===== src/rtl/alu_arbiter.sv =====
// Round-robin arbiter sharing one combinational ALU between two requesters,
// with a small source-tagged response FIFO so a stalled consumer loses nothing.

module alu (
    input  logic [3:0]  funct,
    input  logic [31:0] in1,
    input  logic [31:0] in2,
    output logic [31:0] out
);

    always_comb begin
        out = '0;
        case (funct)
            4'b0000: out = in1 + in2;
            4'b0001: out = in1 - in2;
            4'b0010: out = in1 & in2;
            4'b0011: out = in1 | in2;
            4'b0100: out = ~(in1 | in2);
            4'b0101: out = in1 ^ in2;
            // shifts move in2 by the low five bits of in1
            4'b0110: out = in2 << in1[4:0];
            4'b0111: out = $signed(in2) >>> in1[4:0];
            4'b1000: out = in2 >> in1[4:0];
            4'b1001: out = {31'b0, $signed(in1) < $signed(in2)};
            4'b1010: out = {31'b0, in1 < in2};
            4'b1111: out = in2;
            default: out = '0;
        endcase
    end

endmodule

module alu_arbiter #(
    parameter int DEPTH = 2
) (
    input  logic        clk,
    input  logic        reset,
    input  logic        req0_valid,
    output logic        req0_ready,
    input  logic [3:0]  req0_funct,
    input  logic [31:0] req0_in1,
    input  logic [31:0] req0_in2,
    input  logic        req1_valid,
    output logic        req1_ready,
    input  logic [3:0]  req1_funct,
    input  logic [31:0] req1_in1,
    input  logic [31:0] req1_in2,
    output logic        resp_valid,
    input  logic        resp_ready,
    output logic [31:0] resp_out,
    output logic        resp_src
);

    localparam int PW = (DEPTH > 1) ? $clog2(DEPTH) : 1;
    localparam int CW = $clog2(DEPTH) + 1;
    localparam logic [CW-1:0] FULL = CW'(DEPTH);

    logic [31:0]   mem [DEPTH];
    logic          src_mem [DEPTH];
    logic [PW-1:0] wptr;
    logic [PW-1:0] rptr;
    logic [CW-1:0] count;
    logic          prio;
    logic [31:0]   last_out;
    logic          last_src;

    logic          can_accept;
    logic          gnt;
    logic          push;
    logic          pop;
    logic [3:0]    alu_funct;
    logic [31:0]   alu_in1;
    logic [31:0]   alu_in2;
    logic [31:0]   alu_out;

    assign resp_valid = (count != '0);
    assign pop        = resp_valid && resp_ready;
    // a pop in the same cycle frees the slot the new push will use
    assign can_accept = (count < FULL) || ((count == FULL) && pop);

    always_comb begin
        gnt = 1'b0;
        if (req0_valid && req1_valid) begin
            gnt = prio;
        end else if (req1_valid) begin
            gnt = 1'b1;
        end
    end

    assign req0_ready = can_accept && req0_valid && !gnt;
    assign req1_ready = can_accept && req1_valid && gnt;
    assign push       = req0_ready || req1_ready;

    assign alu_funct = gnt ? req1_funct : req0_funct;
    assign alu_in1   = gnt ? req1_in1   : req0_in1;
    assign alu_in2   = gnt ? req1_in2   : req0_in2;

    alu u_alu (
        .funct (alu_funct),
        .in1   (alu_in1),
        .in2   (alu_in2),
        .out   (alu_out)
    );

    // head drives the outputs while non-empty; otherwise the last popped entry is held
    assign resp_out = resp_valid ? mem[rptr]     : last_out;
    assign resp_src = resp_valid ? src_mem[rptr] : last_src;

    always_ff @(posedge clk or posedge reset) begin
        if (reset) begin
            count    <= '0;
            wptr     <= '0;
            rptr     <= '0;
            prio     <= 1'b0;
            last_out <= '0;
            last_src <= 1'b0;
            for (int i = 0; i < DEPTH; i++) begin
                mem[i]     <= '0;
                src_mem[i] <= 1'b0;
            end
        end else begin
            if (push) begin
                mem[wptr]     <= alu_out;
                src_mem[wptr] <= gnt;
                wptr          <= wptr + PW'(1);
                prio          <= ~gnt;
            end
            if (pop) begin
                rptr     <= rptr + PW'(1);
                last_out <= mem[rptr];
                last_src <= src_mem[rptr];
            end
            case ({push, pop})
                2'b10:   count <= count + CW'(1);
                2'b01:   count <= count - CW'(1);
                default: count <= count;
            endcase
        end
    end

endmodule


===== config.mk =====
export PLATFORM = sky130hd
export DESIGN_NAME = alu_arbiter
export DESIGN_NICKNAME = d
export VERILOG_FILES = /design/src/rtl/alu_arbiter.sv
export SDC_FILE = /design/constraint.sdc
export NUM_CORES = 1
export LEC_CHECK = 0
export BUFFER_PORTS_ARGS = -buffer_cell sky130_fd_sc_hd__buf_2
export CORE_MARGIN = 10
export CORE_UTILIZATION = 43
export DETAILED_ROUTE_END_ITERATION = 12
export SLEW_MARGIN = 30
export SYNTH_ARGS = -nofsm -noshare
export SYNTH_HDL_FRONTEND = slang
export SYNTH_HIERARCHICAL = 1
export SYNTH_SLANG_ARGS = --single-unit
export TNS_END_PERCENT = 10

===== constraint.sdc =====
create_clock -name clk -period 5.65 [get_ports clk]
set_input_delay 0.8475 -clock clk [delete_from_list [all_inputs] [get_ports clk]]
set_output_delay 0.8475 -clock clk [all_outputs]
set_load 0.1 [all_outputs]

==> metrics.cfg, run 1 <==
[die]
die_y_um=200
io_pins=177
placementRows=65
dieWidth_um=200
die_area_mm2=0.0401
core_area_mm2=0.0318
start_util=0.439

[routing]
post_drt_wl_per_cell_um=24.3
num_vias=14500
route.detailed.drc=0
drt_pass1_iterations=6
wirelength_um=57200
vias_per_cell=6.16
ant_nets=0
drtIter0Drc=1502

[placed_design]
dpl.cell_count=2341
io_buffers=176
preCtsSetupSlack_ns=0.407
hpwl_um=45200
dpl_cell_area_mm2=0.0154
gp_congestion=0.991

[power_and_ir_drop]
peakVddDrop_mv=0.584
total_power_mw=8.18
p_per_area_mw_per_mm2=521
p_leak_nw=7.11

[layout]
design_area_mm2=0.0157
nets=2160
final_util=0.494
drive_gt1_frac=0.237
areaGrowthSynthToFinish_pct=12.4
n_antenna_cell=0
regArea_mm2=0.00261
fin_cells=2357
multi_input_area_mm2=0.0104
n_fill_cell=3231

[yosys]
yosysSeqAreaShare=0.186
synth.top_cell.area_share=0.186
yosys_warnings=6
synth_most_common_cell=nand2_1
ys.flop_type=dfrtp_1
synth_cell_type_count=89
synthArstFlopShare=1.00
synth_edf_count=0
synth_area_leaders=dfrtp_1 19%, ha_1 9.0%, mux2_2 8.5%
synthesis.area_mm2=0.0140
synth.ff_latch_count=104
syn-num-nets=2042
synth_commonest_cells=179 x nand2_1, 175 x a21oi_1, 173 x nor2_1
syn_inst=1799
yosysTopAreaCell=dfrtp_1
syn_area_per_cell_um2=7.76

[global_routing]
grt_pass1_vias=14000
antenna_found_initial=0
grt-ovfl-total=0
grt_pass1_wl_um=87200
grt_max_degree=87
grt_usage=0.272

[setup_path]
crit_required_ns=5.88
crit_slowest_cell=a211oi_1
r2r_start=prio
cp-end-kind=register
slowest_delay_ns=0.44
crit_type=input port to register
crit_arrival_ns=5.29
crit_top_cell=o21ai_1
cp_cell_sequence=buf_2 -> inv_1 -> o21ai_4 -> buf_12 -> mux2_2 -> ha_1 -> a211oi_1 -> o21ai_1 -> a21oi_1 -> and2_1 -> o21ai_1 -> a31o_1 -> o41ai_2 -> o21ai_1 -> xnor2_1 -> o211ai_1 -> mux2_2
cp_max_fo=20
startpoint=req0_valid
worstSetupStartpointType=input port

[timing]
maxSlewViolCount=0
rsz0062_at_grt=false
hold_viol_final=0
period_needed_ns=5.06
fmax_ghz=0.198
fin_hold_ws_ns=0.480
skew_ns=0.00776
relSlewSlack=0.376
worst_pin_slew_ns=0.931
worst_slack_ns=0.589
timing.final.crit_share=0.896
final.setup.tns_ns=0
finalSetupViolations=0

[hold_path]
hold_class=register to register
holdCritStartpoint=last_out[5]

[cts]
clock_sinks=104
cts_tree=built
clock_latency_ns=0.34
clockBufferDepth=2
cts-htree-levels=3
ctsResizeCount=0
postCtsHoldBufs=0
cts-buffers-inserted=9
post-cts-setup-buffer-count=0
cts_root_buf=clkbuf_16
clk_pin_slew_ns=0.07

[run_status]
status=completed

[flow_run]
drv_cap=0

## flip-flops by register name (all words and copies together) (netlist names)
name      flops
count         2
last_src      1
rptr          1
src_mem       2
last_out     32
wptr          1
mem          64
prio          1
## worst paths after layout
| check | endpoint | slack [ns] | depth (start not counted) |
|---|---|---|---|
| worst max register to register | mem[21] | 0.89 | 15 |
| worst min register to register | last_out[5] | 0.48 | 2 |
| worst min-delay path | last_out[5] | 0.48 | 2 |
| worst max-delay path | mem[21] | 0.59 | 17 |
| min in group asynchronous | last_out[30] | 0.67 | 2 |
| max in group asynchronous | mem[43] | 3.95 | 3 |
## kinds of logic (layout without fill, tap and decap cells)
family | Yosys count | after routing | share of synthesized area
AO/OA/AOI/OAI | 597 | 597 | 0.277
XOR/XNOR | 33 | 33 | 0.0207
adder cells (fa/ha/maj) | 102 | 102 | 0.0925
buffers and inverters | 244 | 367 | 0.0748
flip-flops | 104 | 104 | 0.186
multiplexers | 231 | 231 | 0.196
AND/OR/NAND/NOR | 488 | 488 | 0.153
## metal layers
metal | vias up | routed length [um] | global-route usage
li1 | 6765 | - | -
met1 | 6926 | 25400 | 0.374
met2 | 736 | 25500 | 0.421
met3 | 103 | 4200 | 0.0397
met4 | 0 | 2130 | 0.103
met5 | - | 0 | 0
## report_power, final
part | leakage, nW | internal [mW] | switching, mW
logic | 5.66 | 1.82 | 4.32
clock network | 0.153 | 0.402 | 0.266
registers | 1.29 | 1.10 | 0.265
total | 7.11 | 3.32 | 4.86
## critical path: cells and delay by family
kind	cells	cell delay [ns]
AO/OA/AOI/OAI	9	2.49
multiplexers	2	0.71
buffers and inverters	3	0.41
XOR/XNOR	1	0.30
adder cells (fa/ha/maj)	1	0.28
AND/OR/NAND/NOR	1	0.24
## cells in the final DEF (no fill, tap or decap), types with 24 or more instances in the layout
master and count:
inv_1 94, mux2_2 105, nor2_1 171, dfrtp_1 103, a21oi_1 175, a222oi_1 26
mux2i_1 84, o211ai_1 24, mux2_4 30, nand2_1 179, ha_1 100, buf_4 66
nand3_1 31, o21ai_0 163, xnor2_1 28, buf_2 176, nor3_1 30, a211oi_1 27
## final cells by class
cell class,count,area share
clock buffer,12,0.0157
clock inverter,4,0.00486
sequential,104,0.166
timing repair buffer,246,0.0928
inverter,105,0.0253
multi-input combinational,1451,0.661
tap,435,0.0347
Note: power is estimated with default switching activity, not from simulation.
==> run 2, diff against run 1 <==
--- a/config.mk
+++ b/config.mk
@@ -5,10 +5,13 @@
 export SDC_FILE = /design/constraint.sdc
 export NUM_CORES = 1
 export LEC_CHECK = 0
-export BUFFER_PORTS_ARGS = -buffer_cell sky130_fd_sc_hd__buf_2
+export BUFFER_PORTS_ARGS = -buffer_cell sky130_fd_sc_hd__buf_4
+export CELL_PAD_IN_SITES_DETAIL_PLACEMENT = 0
+export CELL_PAD_IN_SITES_GLOBAL_PLACEMENT = 1
 export CORE_MARGIN = 10
 export CORE_UTILIZATION = 43
 export DETAILED_ROUTE_END_ITERATION = 12
+export PLACE_DENSITY_LB_ADDON = 0.1
 export SLEW_MARGIN = 30
 export SYNTH_ARGS = -nofsm -noshare
 export SYNTH_HDL_FRONTEND = slang
==> run 2 against run 1 <==
Effect of this change: sequential share of layout area down 0.36 points; die area unchanged; fmax down 2.7%; global-route usage down 0.094 points; routed wire length up 0.24%; first-iteration DRC count up 13%; clock power down 7.8%; register-to-register slack worse by 0.19 ns.
==> metrics.cfg, run 2 (synthesis gave the netlist of run 1 again) <==
[layout]
final_cell_mix=234 x buf_4, 179 x nand2_1, 175 x a21oi_1
areaGrowthSynthToFinish_pct=14.9
n_antenna_cell=0
regMostFlops=mem
drive_gt1_frac=0.235
mostFrequentLayoutCell=buf_4
regArea_mm2=0.00261
largest_register_ffs=64
nets=2151
n_fill_cell=3226
fin_cells=2348
reg.largest.list=mem: 64 flops, last_out: 32 flops
multi_input_area_mm2=0.0104

[cts]
postCtsHoldBufs=0
clockBufferDepth=2
clock_sinks=104
cts_root_buf=clkbuf_16
clock_latency_ns=0.34
cts-buffers-inserted=9
ctsResizeCount=0
clk_pin_slew_ns=0.06
post-cts-setup-buffer-count=0
cts_tree=built
cts-htree-levels=3

[setup_path]
worstSetupStartpointType=input port
reg2reg_slack_ns=0.70
crit_arrival_ns=5.43
crit_slowest_cell=a2111oi_2
crit_required_ns=5.87
cp-end-kind=register
reg2reg_depth=16
cp_cell_sequence=buf_4 -> inv_1 -> o21ai_4 -> buf_12 -> mux2_2 -> inv_1 -> ha_1 -> inv_1 -> a21oi_1 -> o31ai_1 -> a221oi_1 -> a21oi_2 -> o2111ai_2 -> a2111oi_2 -> o221ai_2 -> a21oi_1 -> o31ai_2 -> mux2_2
reg2reg_to=mem[31]
path_buf_inv=5
cp_max_fo=27
crit_top_cell=inv_1
crit_type=input port to register
crit_family=compound AO/OA/AOI/OAI gates
slowest_delay_ns=0.52
r2r_start=prio

[die]
die_y_um=200
core_area_mm2=0.0318
start_util=0.439
io_pins=177
placementRows=65
dieWidth_um=200
die_area_mm2=0.0401

[global_routing]
grt_max_degree=87
grt-ovfl-total=0
grt_pass1_vias=13900
grt_usage=0.271
antenna_found_initial=0
grt_pass1_wl_um=86900

[timing]
worst_slack_ns=0.447
fmax_ghz=0.192
finalSetupViolations=0
period_needed_ns=5.20
rsz0062_at_grt=false
final.setup.tns_ns=0
relSlewSlack=0.362
skew_ns=0.00533
worst_pin_slew_ns=0.947
timing.final.crit_share=0.921
hold_viol_final=0
maxSlewViolCount=0

[placed_design]
hpwl_um=45100
io_buffers=176
gp_congestion=1.03
preCtsSetupSlack_ns=0.233
dpl.cell_count=2332

[routing]
ant_nets=0
post_drt_wl_per_cell_um=24.4
drtIter0Drc=1696
route.detailed.drc=0
num_vias=14500
drt_pass1_iterations=9
wirelength_um=57400
vias_per_cell=6.19

[hold_path]
holdCritStartpoint=last_out[1]
hold_path_end=last_out[1]
hold_class=register to register
hold_depth=2

[power_and_ir_drop]
power_frac_comb=0.760
seqPwrFrac=0.165
p_per_area_mw_per_mm2=516
p_leak_nw=7.20
p_sw_frac=0.588
p_clk_frac=0.075
p_int_mw=3.41
peakVddDrop_mv=0.896
total_power_mw=8.27
p_switching_mw=4.86

[run_status]
status=completed

[flow_run]
drv_cap=0

## run 2: metrics by stage
step	hold slack [ns]	cell area, um2	util
after CTS	0.486	16000	0.504
after global placement	0.462	15700	0.495
after global routing	0.505	16000	0.505
final	0.480	16000	0.505
after floorplan	0.451	14000	-
after detailed placement	0.471	15700	0.495
## run 2: power groups by stage
stage | clock (mW) | sequential (mW) | combinational (mW)
final | 0.616 | 1.37 | 6.29
after global routing | 0.664 | 1.41 | 6.66
after CTS | 0.633 | 1.37 | 6.24
after detailed placement | 0 | 1.38 | 6.21
after global placement | 0 | 1.36 | 6.20
after floorplan | 0 | 1.24 | 4.78
## run 2: final cells by class
class | count | area share
Sequential cell | 104 | 0.162
Multi-Input combinational cell | 1451 | 0.647
Tap cell | 435 | 0.0339
Inverter | 105 | 0.0247
Clock inverter | 5 | 0.00351
Clock buffer | 11 | 0.0151
Timing Repair Buffer | 237 | 0.113
## run 2: worst max-delay path by stage
stage	slack [ns]	end	startpoint	cells past startpoint
global placement	0.25	mem[31]	req0_valid	18
finish	0.45	mem[31]	req0_valid	18
floorplan	0.27	mem[60]	req0_valid	20
CTS	0.57	mem[0]	req0_valid	18
detailed placement	0.23	mem[0]	req0_valid	18
global route	0.26	mem[31]	req0_valid	18
## run 2: worst min-delay path: cells and delay by family, from the launching register on
family	cells	cell delay, ns
flip-flops	1	0.34
AO/OA/AOI/OAI	1	0.06
AND/OR/NAND/NOR	1	0.04
## run 2: per-layer routing
| layer | part of all wire | up-vias | routed length [um] | track usage |
|---|---|---|---|---|
| li1 | - | 6754 | - | - |
| met2 | 0.44 | 723 | 25200 | 0.415 |
| met3 | 0.079 | 107 | 4560 | 0.0377 |
| met4 | 0.037 | 0 | 2100 | 0.106 |
| met1 | 0.44 | 6954 | 25500 | 0.376 |
| met5 | 0 | - | 0 | 0 |
==> run 3, diff against run 2 <==
--- a/config.mk
+++ b/config.mk
@@ -8,7 +8,6 @@
 export BUFFER_PORTS_ARGS = -buffer_cell sky130_fd_sc_hd__buf_4
 export CELL_PAD_IN_SITES_DETAIL_PLACEMENT = 0
 export CELL_PAD_IN_SITES_GLOBAL_PLACEMENT = 1
-export CORE_MARGIN = 10
 export CORE_UTILIZATION = 43
 export DETAILED_ROUTE_END_ITERATION = 12
 export PLACE_DENSITY_LB_ADDON = 0.1
==> constraint.sdc (replaced) <==
create_clock -name clk -period 6.59 [get_ports clk]
set_input_delay 0.9885 -clock clk [delete_from_list [all_inputs] [get_ports clk]]
set_output_delay 0.9885 -clock clk [all_outputs]
set_load 0.1 [all_outputs]
==> run 3 against run 2 <==
Effect of this change: clock power shrank 17%; sequential share of layout area rose by 0.17 points; global-route usage grew 6.2 points; routed wire length decreased by 3.1%; critical path depth stayed put; sequential power shrank 18%; design area fell by 1.1%; non-clock buffer count fell by 16; register-to-register slack better by 0.86 ns; cell count down 2.1%; critical path type unchanged.
==> metrics.cfg, run 3 (synthesis gave the netlist of run 1 again) <==
[routing]
post_drt_wl_per_cell_um=24.2
num_vias=14400
wirelength_um=55600
vias_per_cell=6.26
drtIter0Drc=1678
ant_nets=0
route.detailed.drc=0
drt_pass1_iterations=9

[layout]
drive_gt1_frac=0.229
mostFrequentLayoutCell=buf_4
reg.largest.list=mem: 64 flops, last_out: 32 flops
n_fill_cell=3218
regArea_mm2=0.00260
design_area_mm2=0.0159
n_antenna_cell=0
areaGrowthSynthToFinish_pct=13.6
final_cell_mix=219 x buf_4, 179 x nand2_1, 175 x a21oi_1
multi_input_area_mm2=0.0104
regMostFlops=mem
largest_register_ffs=64
nets=2135

[cts]
cts_tree=built
clock_latency_ns=0.34
cts-buffers-inserted=9
clk_pin_slew_ns=0.07
clockBufferDepth=2
cts-htree-levels=3
clock_sinks=104
ctsResizeCount=0
cts_root_buf=clkbuf_16
post-cts-setup-buffer-count=0
postCtsHoldBufs=0

[placed_design]
gp_congestion=1.02
io_buffers=176
dpl_cell_area_mm2=0.0156
hpwl_um=43300

[global_routing]
antenna_found_initial=1
busiest_layer=met2
met3_usage=0.0403
grt_pass1_vias=13800
met1_usage=0.459
grt_usage=0.333
grt_max_degree=82
met2_usage=0.529
grt_pass1_wl_um=84900
grt-ovfl-total=0

[power_and_ir_drop]
p_leak_nw=7.12
peakVddDrop_mv=0.442
p_per_area_mw_per_mm2=442

[setup_path]
crit_type=input port to register
reg2reg_depth=16
cp_cell_sequence=buf_4 -> inv_1 -> o21ai_4 -> buf_12 -> mux2_2 -> buf_4 -> fa_1 -> a211oi_2 -> o21bai_1 -> o221a_1 -> o41a_4 -> a21oi_4 -> o31ai_4 -> a311oi_2 -> a21oi_2 -> xnor2_1 -> a211o_1 -> mux2_2
reg2reg_slack_ns=1.56
crit_slowest_cell=fa_1
cp-end-kind=register
r2r_start=prio
slowest_delay_ns=0.53
crit_arrival_ns=5.66
reg2reg_to=mem[60]
worstSetupStartpointType=input port
cp_max_fo=39
crit_required_ns=6.82

[timing]
hold_viol_final=0
skew_ns=0.00938
rsz0062_at_grt=false
worst_pin_slew_ns=0.930
period_needed_ns=5.44
maxSlewViolCount=0
relSlewSlack=0.377
final.setup.tns_ns=0
timing.final.crit_share=0.825
finalSetupViolations=0
fmax_ghz=0.184

[die]
io_pins=177
die_area_mm2=0.0332
die_y_um=182
placementRows=65
core_area_mm2=0.0317
dieWidth_um=182
start_util=0.440

[hold_path]
hold_path_end=last_out[11]
holdCritStartpoint=last_out[11]
hold_class=register to register
hold_depth=2

[run_status]
status=completed

[flow_run]
drv_cap=0

run 3: metrics by stage:
stage / util / hold slack, ns / worst slack, ns / std cells / power, mW
after floorplan: - / 0.451 / 1.07 / 1799 / 5.17
final: 0.500 / 0.482 / 1.15 / 2299 / 7.01
after detailed placement: 0.491 / 0.471 / 0.921 / 2283 / 6.44
after global routing: 0.500 / 0.507 / 0.971 / 2299 / 7.41
after global placement: 0.491 / 0.461 / 0.990 / 2283 / 6.41
after CTS: 0.500 / 0.486 / 1.27 / 2299 / 6.98
run 3: worst max-delay path by stage:
stage               start  endpoint  slack [ns]  cells after the start
4_1_cts        req0_valid   mem[21]        1.27                     18
3_5_place_dp   req0_valid   mem[60]        0.92                     18
6_report       req0_valid   mem[60]        1.15                     18
2_1_floorplan  req0_valid   mem[60]        1.07                     20
5_1_grt        req0_valid   mem[21]        0.97                     18
3_3_place_gp   req0_valid   mem[25]        0.99                     18
run 3: area by class of cell:
type                    instances  area share
clock buffers                  11      0.0159
clock inverters                 5     0.00252
inverters                     105      0.0250
multi-input cells            1451       0.655
flip-flops and latches        104       0.164
well taps                     402      0.0317
repair buffers                221       0.106
run 3: critical path: cells and delay by family:
family,cells,cell delay (ns)
AO/OA/AOI/OAI,10,2.62
buffers and inverters,4,0.68
multiplexers,2,0.66
adder cells (fa/ha/maj),1,0.53
XOR/XNOR,1,0.14
run 3: where the power goes:
| part | leakage [nW] | switching (mW) | internal, mW | total, mW |
|---|---|---|---|---|
| Combinational | 5.69 | 3.72 | 1.66 | 5.38 |
| Sequential | 1.29 | 0.174 | 0.944 | 1.12 |
| Clock | 0.140 | 0.234 | 0.279 | 0.513 |
| Total | 7.12 | 4.13 | 2.88 | 7.01 |
run 3: metal layers:
layer	up-vias	share of wire
met5	-	0
met4	0	0.038
met3	111	0.070
met2	669	0.45
met1	6892	0.44
li1	6719	-
